<file path="src/rtl/sfr_bus_master.sv">
// sfr_bus_master: byte-stream command bridge that issues one SFR bus
// transaction per host command and answers with read data, an ACK byte,
// or an ERR byte for an illegal opcode.
module sfr_bus_master #(
  parameter logic [7:0] ACK_BYTE = 8'h55,
  parameter logic [7:0] ERR_BYTE = 8'hEE
) (
  input  logic        clk,
  input  logic        reset,
  input  logic [7:0]  rx_data,
  input  logic        rx_valid,
  output logic        rx_ready,
  output logic [7:0]  tx_data,
  output logic        tx_valid,
  input  logic        tx_ready,
  output logic        sel,
  output logic [7:0]  addr,
  output logic        r,
  output logic [1:0]  w,
  output logic [15:0] dwrite,
  input  logic [15:0] sfr_data
);

  localparam logic [3:0] S_IDLE = 4'd0;
  localparam logic [3:0] S_ADDR = 4'd1;
  localparam logic [3:0] S_DHI  = 4'd2;
  localparam logic [3:0] S_DLO  = 4'd3;
  localparam logic [3:0] S_BUS  = 4'd4;
  localparam logic [3:0] S_RHI  = 4'd5;
  localparam logic [3:0] S_RLO  = 4'd6;
  localparam logic [3:0] S_ACK  = 4'd7;
  localparam logic [3:0] S_ERR  = 4'd8;

  logic [3:0]  state;
  logic [3:0]  state_nxt;
  logic        is_write;
  logic        is_write_nxt;
  logic [1:0]  ww;
  logic [1:0]  ww_nxt;
  logic [15:0] hold;
  logic [15:0] hold_nxt;
  logic [7:0]  addr_nxt;
  logic [15:0] dwrite_nxt;
  logic [7:0]  tx_data_nxt;
  logic        rx_acc;
  logic        tx_acc;
  logic        rx_ready_nxt;
  logic        tx_valid_nxt;
  logic        sel_nxt;
  logic        r_nxt;
  logic [1:0]  w_nxt;

  assign rx_acc = rx_valid & rx_ready;
  assign tx_acc = tx_valid & tx_ready;

  // Command sequencing: next state plus the command fields latched per byte.
  always_comb begin
    state_nxt    = state;
    is_write_nxt = is_write;
    ww_nxt       = ww;
    addr_nxt     = addr;
    dwrite_nxt   = dwrite;
    case (state)
      S_IDLE: begin
        if (rx_acc) begin
          if (rx_data == 8'h00) begin
            is_write_nxt = 1'b0;
            state_nxt    = S_ADDR;
          end else if (rx_data[7:2] == 6'b100000) begin
            is_write_nxt = 1'b1;
            ww_nxt       = rx_data[1:0];
            state_nxt    = S_ADDR;
          end else begin
            state_nxt = S_ERR;
          end
        end else begin
          state_nxt = S_IDLE;
        end
      end
      S_ADDR: begin
        if (rx_acc) begin
          addr_nxt  = rx_data;
          state_nxt = is_write ? S_DHI : S_BUS;
        end else begin
          state_nxt = S_ADDR;
        end
      end
      S_DHI: begin
        if (rx_acc) begin
          dwrite_nxt[15:8] = rx_data;
          state_nxt        = S_DLO;
        end else begin
          state_nxt = S_DHI;
        end
      end
      S_DLO: begin
        if (rx_acc) begin
          dwrite_nxt[7:0] = rx_data;
          state_nxt       = S_BUS;
        end else begin
          state_nxt = S_DLO;
        end
      end
      S_BUS: begin
        state_nxt = is_write ? S_ACK : S_RHI;
      end
      S_RHI: begin
        if (tx_acc) begin
          state_nxt = S_RLO;
        end else begin
          state_nxt = S_RHI;
        end
      end
      S_RLO, S_ACK, S_ERR: begin
        if (tx_acc) begin
          state_nxt = S_IDLE;
        end else begin
          state_nxt = state;
        end
      end
      default: begin
        state_nxt = S_IDLE;
      end
    endcase
  end

  // Read data is captured only at the end of the read bus cycle, so later
  // bus activity cannot disturb the bytes being returned.
  always_comb begin
    if ((state == S_BUS) && !is_write) begin
      hold_nxt = sfr_data;
    end else begin
      hold_nxt = hold;
    end
  end

  // Output values decoded from the upcoming state so every port is a flop.
  always_comb begin
    rx_ready_nxt = (state_nxt == S_IDLE) || (state_nxt == S_ADDR) ||
                   (state_nxt == S_DHI)  || (state_nxt == S_DLO);
    tx_valid_nxt = (state_nxt == S_RHI) || (state_nxt == S_RLO) ||
                   (state_nxt == S_ACK) || (state_nxt == S_ERR);
    sel_nxt      = (state_nxt == S_BUS);
    r_nxt        = (state_nxt == S_BUS) && !is_write_nxt;
    if ((state_nxt == S_BUS) && is_write_nxt) begin
      w_nxt = ww_nxt;
    end else begin
      w_nxt = 2'b00;
    end
    case (state_nxt)
      S_RHI:   tx_data_nxt = hold_nxt[15:8];
      S_RLO:   tx_data_nxt = hold_nxt[7:0];
      S_ACK:   tx_data_nxt = ACK_BYTE;
      S_ERR:   tx_data_nxt = ERR_BYTE;
      default: tx_data_nxt = tx_data;
    endcase
  end

  // State and registered outputs; reset drops bus strobes immediately.
  always_ff @(posedge clk or posedge reset) begin
    if (reset) begin
      state    <= S_IDLE;
      is_write <= 1'b0;
      ww       <= 2'b00;
      hold     <= 16'h0000;
      rx_ready <= 1'b0;
      tx_valid <= 1'b0;
      tx_data  <= 8'h00;
      sel      <= 1'b0;
      r        <= 1'b0;
      w        <= 2'b00;
      addr     <= 8'h00;
      dwrite   <= 16'h0000;
    end else begin
      state    <= state_nxt;
      is_write <= is_write_nxt;
      ww       <= ww_nxt;
      hold     <= hold_nxt;
      rx_ready <= rx_ready_nxt;
      tx_valid <= tx_valid_nxt;
      tx_data  <= tx_data_nxt;
      sel      <= sel_nxt;
      r        <= r_nxt;
      w        <= w_nxt;
      addr     <= addr_nxt;
      dwrite   <= dwrite_nxt;
    end
  end

endmodule

</file>
<file path="config.mk">
export PLATFORM = sky130hd
export DESIGN_NAME = sfr_bus_master
export DESIGN_NICKNAME = d
export VERILOG_FILES = /design/src/rtl/sfr_bus_master.sv
export SDC_FILE = /design/constraint.sdc
export NUM_CORES = 1
export LEC_CHECK = 0
export ABC_CLOCK_PERIOD_IN_PS = 6500
export BUFFER_PORTS_ARGS = -buffer_cell sky130_fd_sc_hd__buf_2
export CAP_MARGIN = 20
export CORE_MARGIN = 2
export CORE_UTILIZATION = 46
export CTS_CLUSTER_DIAMETER = 40
export DETAILED_ROUTE_END_ITERATION = 12
export GPL_TIMING_DRIVEN = 1
export HOLD_SLACK_MARGIN = 0.02
export PLACE_DENSITY = 0.71
export SYNTH_ARGS = -nofsm -noshare
export SYNTH_HDL_FRONTEND = slang
export SYNTH_SLANG_ARGS = --single-unit
</file>
<file path="constraint.sdc">
create_clock -name clk -period 6.5 [get_ports clk]
set_clock_uncertainty 0.05 [all_clocks]
set_input_delay 0 -clock clk [delete_from_list [all_inputs] [get_ports clk]]
set_output_delay 0 -clock clk [all_outputs]
set_load 0.02 [all_outputs]
</file>
==> impl_table.tex <==
\begin{tabular}{lr}
\hline
Metric & Value \\
\hline
\multicolumn{2}{l}{\textbf{Setup path}} \\
R2r setup slk & 3.84 ns \\
Worst reg2reg startpoint & state[3] \\
Slowest Stage Delay on Critical Path & 0.53 ns \\
Crit-path leading delay family & simple AND/OR/NAND/NOR gates \\
Worst-path fanout max & 11 \\
End point of the critical path & w[1] \\
Ordered cell list for the critical path & nor4bb\_1, nand2\_1, o211ai\_2, or4b\_4, nor3b\_1 \\
Buffer and inverter count on the worst path & 0 \\
Crit path capture type & register \\
Launch point of the worst path & state[3] \\
R2R depth & 5 \\
Signal arrival time at the worst endpoint & 2.84 ns \\
Number of gates on the worst path with buffers counted & 5 \\
Endpoint required time on the critical path & 6.68 ns \\
Endpoint of the lowest-slack register-to-register path & w[1] \\
WS Path Type & reg -> reg \\
Cell with the largest stage delay on the worst path & sky130\_fd\_sc\_hd\_\_or4b\_4 \\
Type of origin of the critical path & register \\
\multicolumn{2}{l}{\textbf{Clock tree}} \\
Setup repair bufs after CTS & 0 \\
Cell at the root of the clock tree & sky130\_fd\_sc\_hd\_\_clkbuf\_8 \\
Clock Path Buffers & 2 \\
Insertion delay of the later-clocked pin in the worst-skew pair & 0.32 ns \\
CTS buffer count & 9 \\
Post-cts repair resize count & 0 \\
Clock-pin slew of the registers on the worst-case setup and hold paths & 0.06 ns \\
Htree depth & 3 \\
CTS tree & built \\
Number of buffers inserted for hold repair after clock tree synthesis & 25 \\
Sink Count & 61 \\
\multicolumn{2}{l}{\textbf{Global routing}} \\
Largest net degree at the start of global routing & 62 \\
GRT Resource Usage Total & 0.190 \\
First-pass GRT wire length & 9090 um \\
GRT Residual Overflow & 0 \\
Number of global-route vias before repair & 1931 \\
Initial antenna violation count & 0 \\
\multicolumn{2}{l}{\textbf{Yosys}} \\
Syn\_nets & 223 \\
Distinct cell type count after synthesis & 44 \\
Register bit total from synthesis & 61 \\
Total standard cell area after synthesis & 2580 um\^{}2 \\
Synthesis Warnings & 0 \\
Post-synthesis area per instance & 13.2 um\^{}2 \\
Predominant post-synthesis flop cell & sky130\_fd\_sc\_hd\_\_dfrtp\_1 \\
Sequential fraction of the synthesis area & 0.591 \\
Number of enable-type register cells in the synthesized netlist & 0 \\
Share of flip-flops with an asynchronous set or reset after synthesis & 1.00 \\
Number of instances in the synthesized netlist & 195 \\
\multicolumn{2}{l}{\textbf{Timing}} \\
Final critical-path share of the clock period & 0.410 \\
Final hold vios & 0 \\
Unrepaired setup endpoints after global routing & false \\
Highest attainable clock frequency & 375 MHz \\
Final min period & 2.66 ns \\
Max-slew violations & 0 \\
Transition time of the tightest slew-check pin & 0.894 ns \\
Number of setup violations in the final report & 0 \\
Worst slew margin & 0.404 \\
Setup TNS & 0 ns \\
\multicolumn{2}{l}{\textbf{Finish}} \\
Final net count & 320 \\
Share of final-layout standard cells stronger than drive strength 1 & 0.421 \\
Area growth from synthesis to layout & 33.8\% \\
Most frequent standard cell in the layout excluding fill and tap cells & sky130\_fd\_sc\_hd\_\_buf\_2 \\
Post-route standard cell area excluding fillers & 3460 um\^{}2 \\
Total inserted antenna cells & 0 \\
Most used cells in the layout excluding fill and tap cells & 65 x sky130\_fd\_sc\_hd\_\_buf\_2, 61 x sky130\_fd\_sc\_hd\_\_dfrtp\_1, 36 x sky130\_fd\_sc\_hd\_\_mux2\_2 \\
\multicolumn{2}{l}{\textbf{Place}} \\
Number of buffers added on ports & 65 \\
HPWL after detailed placement & 3700 um \\
Routability-driven placement congestion ratio & 0.855 \\
Placed Area & 2970 um\^{}2 \\
\multicolumn{2}{l}{\textbf{Routing}} \\
First-pass DRT Iterations & 4 \\
Detail Route Antenna Nets & 0 \\
Post-DR wirelength/cell & 15.2 um \\
Vias/cell & 5.17 \\
DRC errors left & 0 \\
First-iteration detailed-routing DRC count & 175 \\
Via count & 1909 \\
Final Routed Wirelength & 5600 um \\
\multicolumn{2}{l}{\textbf{Die}} \\
Initial Utilization & 0.472 \\
Std cell rows & 27 \\
Boundary pin count & 66 \\
Die Outline Area & 6230 um\^{}2 \\
Total core area & 5470 um\^{}2 \\
Die height & 78.9 um \\
DIE WIDTH & 78.9 um \\
\multicolumn{2}{l}{\textbf{Pwr}} \\
Reported leakage power & 0.00167 uW \\
Areal power density over the cells & 349 nW/um\^{}2 \\
Worst IR drop on VDD & 0.177 mV \\
\multicolumn{2}{l}{\textbf{Flow run}} \\
Max capacitance violation total & 0 \\
\multicolumn{2}{l}{\textbf{Run status}} \\
Run status & complete, no violations \\
\multicolumn{2}{l}{\textbf{Worst hold path}} \\
HP Class & in -> reg \\
\hline
\end{tabular}
==> report_power, final <==
group          internal (uW)  leakage, uW  switching [uW]
logic                    135     0.000790             186
clock network            236     0.000116             142
registers                462     0.000768            47.0
total                    832      0.00167             375
==> cells in the mapped netlist (3+ instances only) <==
cell type | n | area [um^2]
sky130_fd_sc_hd__mux2_1 | 5 | 56.3
sky130_fd_sc_hd__o21ai_1 | 4 | 20.0
sky130_fd_sc_hd__nor3b_1 | 3 | 22.5
sky130_fd_sc_hd__nor2b_1 | 3 | 18.8
sky130_fd_sc_hd__dfrtp_1 | 61 | 1530
sky130_fd_sc_hd__nand2_1 | 16 | 60.1
sky130_fd_sc_hd__buf_2 | 3 | 15.0
sky130_fd_sc_hd__a211oi_1 | 3 | 22.5
sky130_fd_sc_hd__mux2_2 | 36 | 405
sky130_fd_sc_hd__or4_1 | 3 | 22.5
sky130_fd_sc_hd__nor2_1 | 8 | 30.0
sky130_fd_sc_hd__inv_1 | 4 | 15.0
sky130_fd_sc_hd__nand3_1 | 5 | 25.0
sky130_fd_sc_hd__nand4_1 | 5 | 31.3
sky130_fd_sc_hd__nand2b_1 | 3 | 18.8
==> through the flow <==
| stage | util | worst slack [ns] | cells | total power [uW] | hold WS, ns |
|---|---|---|---|---|---|
| after floorplan | - | 4.41 | 195 | 714 | 0.0626 |
| after global placement | 0.543 | 3.97 | 327 | 820 | 0.154 |
| after detailed placement | 0.543 | 3.88 | 327 | 827 | 0.153 |
| after CTS | 0.629 | 3.88 | 368 | 1220 | 0.183 |
| after global routing | 0.631 | 3.69 | 369 | 1270 | 0.201 |
| final | 0.631 | 3.84 | 369 | 1210 | 0.196 |
==> final cells by class <==
type	count	area [um^2]
repair buffers	92	594
fillers	457	2020
inverters	4	15.0
well taps	72	90.1
clock buffers	12	155
flip-flops and latches	61	1530
clock inverters	4	70.1
multi-input cells	124	1000
==> layer usage <==
| layer | up-vias | share of wire | track usage |
|---|---|---|---|
| li1 | 912 | - | - |
| met1 | 941 | 0.45 | 0.256 |
| met2 | 52 | 0.50 | 0.311 |
| met3 | 4 | 0.042 | 0.0420 |
| met4 | 0 | 0.0079 | 0.0552 |
| met5 | - | 0 | 0 |
==> state kept, by name, summed over array words and instances (netlist names), 2 cells and up <==
| name | count |
|---|---|
| w | 2 |
| state | 4 |
| hold | 16 |
| ww | 2 |
| addr | 8 |
| dwrite | 16 |
| tx_data | 8 |
==> kinds of logic (layout without fill, tap and decap cells) <==
group	Yosys count	after routing	share of synthesized area
AO/OA/AOI/OAI	25	25	0.0775
buffers and inverters	10	112	0.0203
flip-flops	61	61	0.591
multiplexers	42	42	0.183
AND/OR/NAND/NOR	57	57	0.129
==> worst min path at each step <==
stage	start	endpoint	slack, ns	cells past startpoint
after floorplan	sfr_data[0]	hold[0]	0.06	2
after global routing	tx_ready	state[2]	0.20	3
after CTS	tx_ready	state[2]	0.18	3
after detailed placement	sfr_data[0]	hold[0]	0.15	3
final	tx_ready	state[2]	0.20	3
after global placement	sfr_data[0]	hold[0]	0.15	3
==> tightest hold or removal path, stage by stage <==
cell and delay (ns):
sky130_fd_sc_hd__buf_2 0.13, sky130_fd_sc_hd__a31o_2 0.30, sky130_fd_sc_hd__o211ai_2 0.10
No activity file was read; power rests on OpenSTA's default activity.
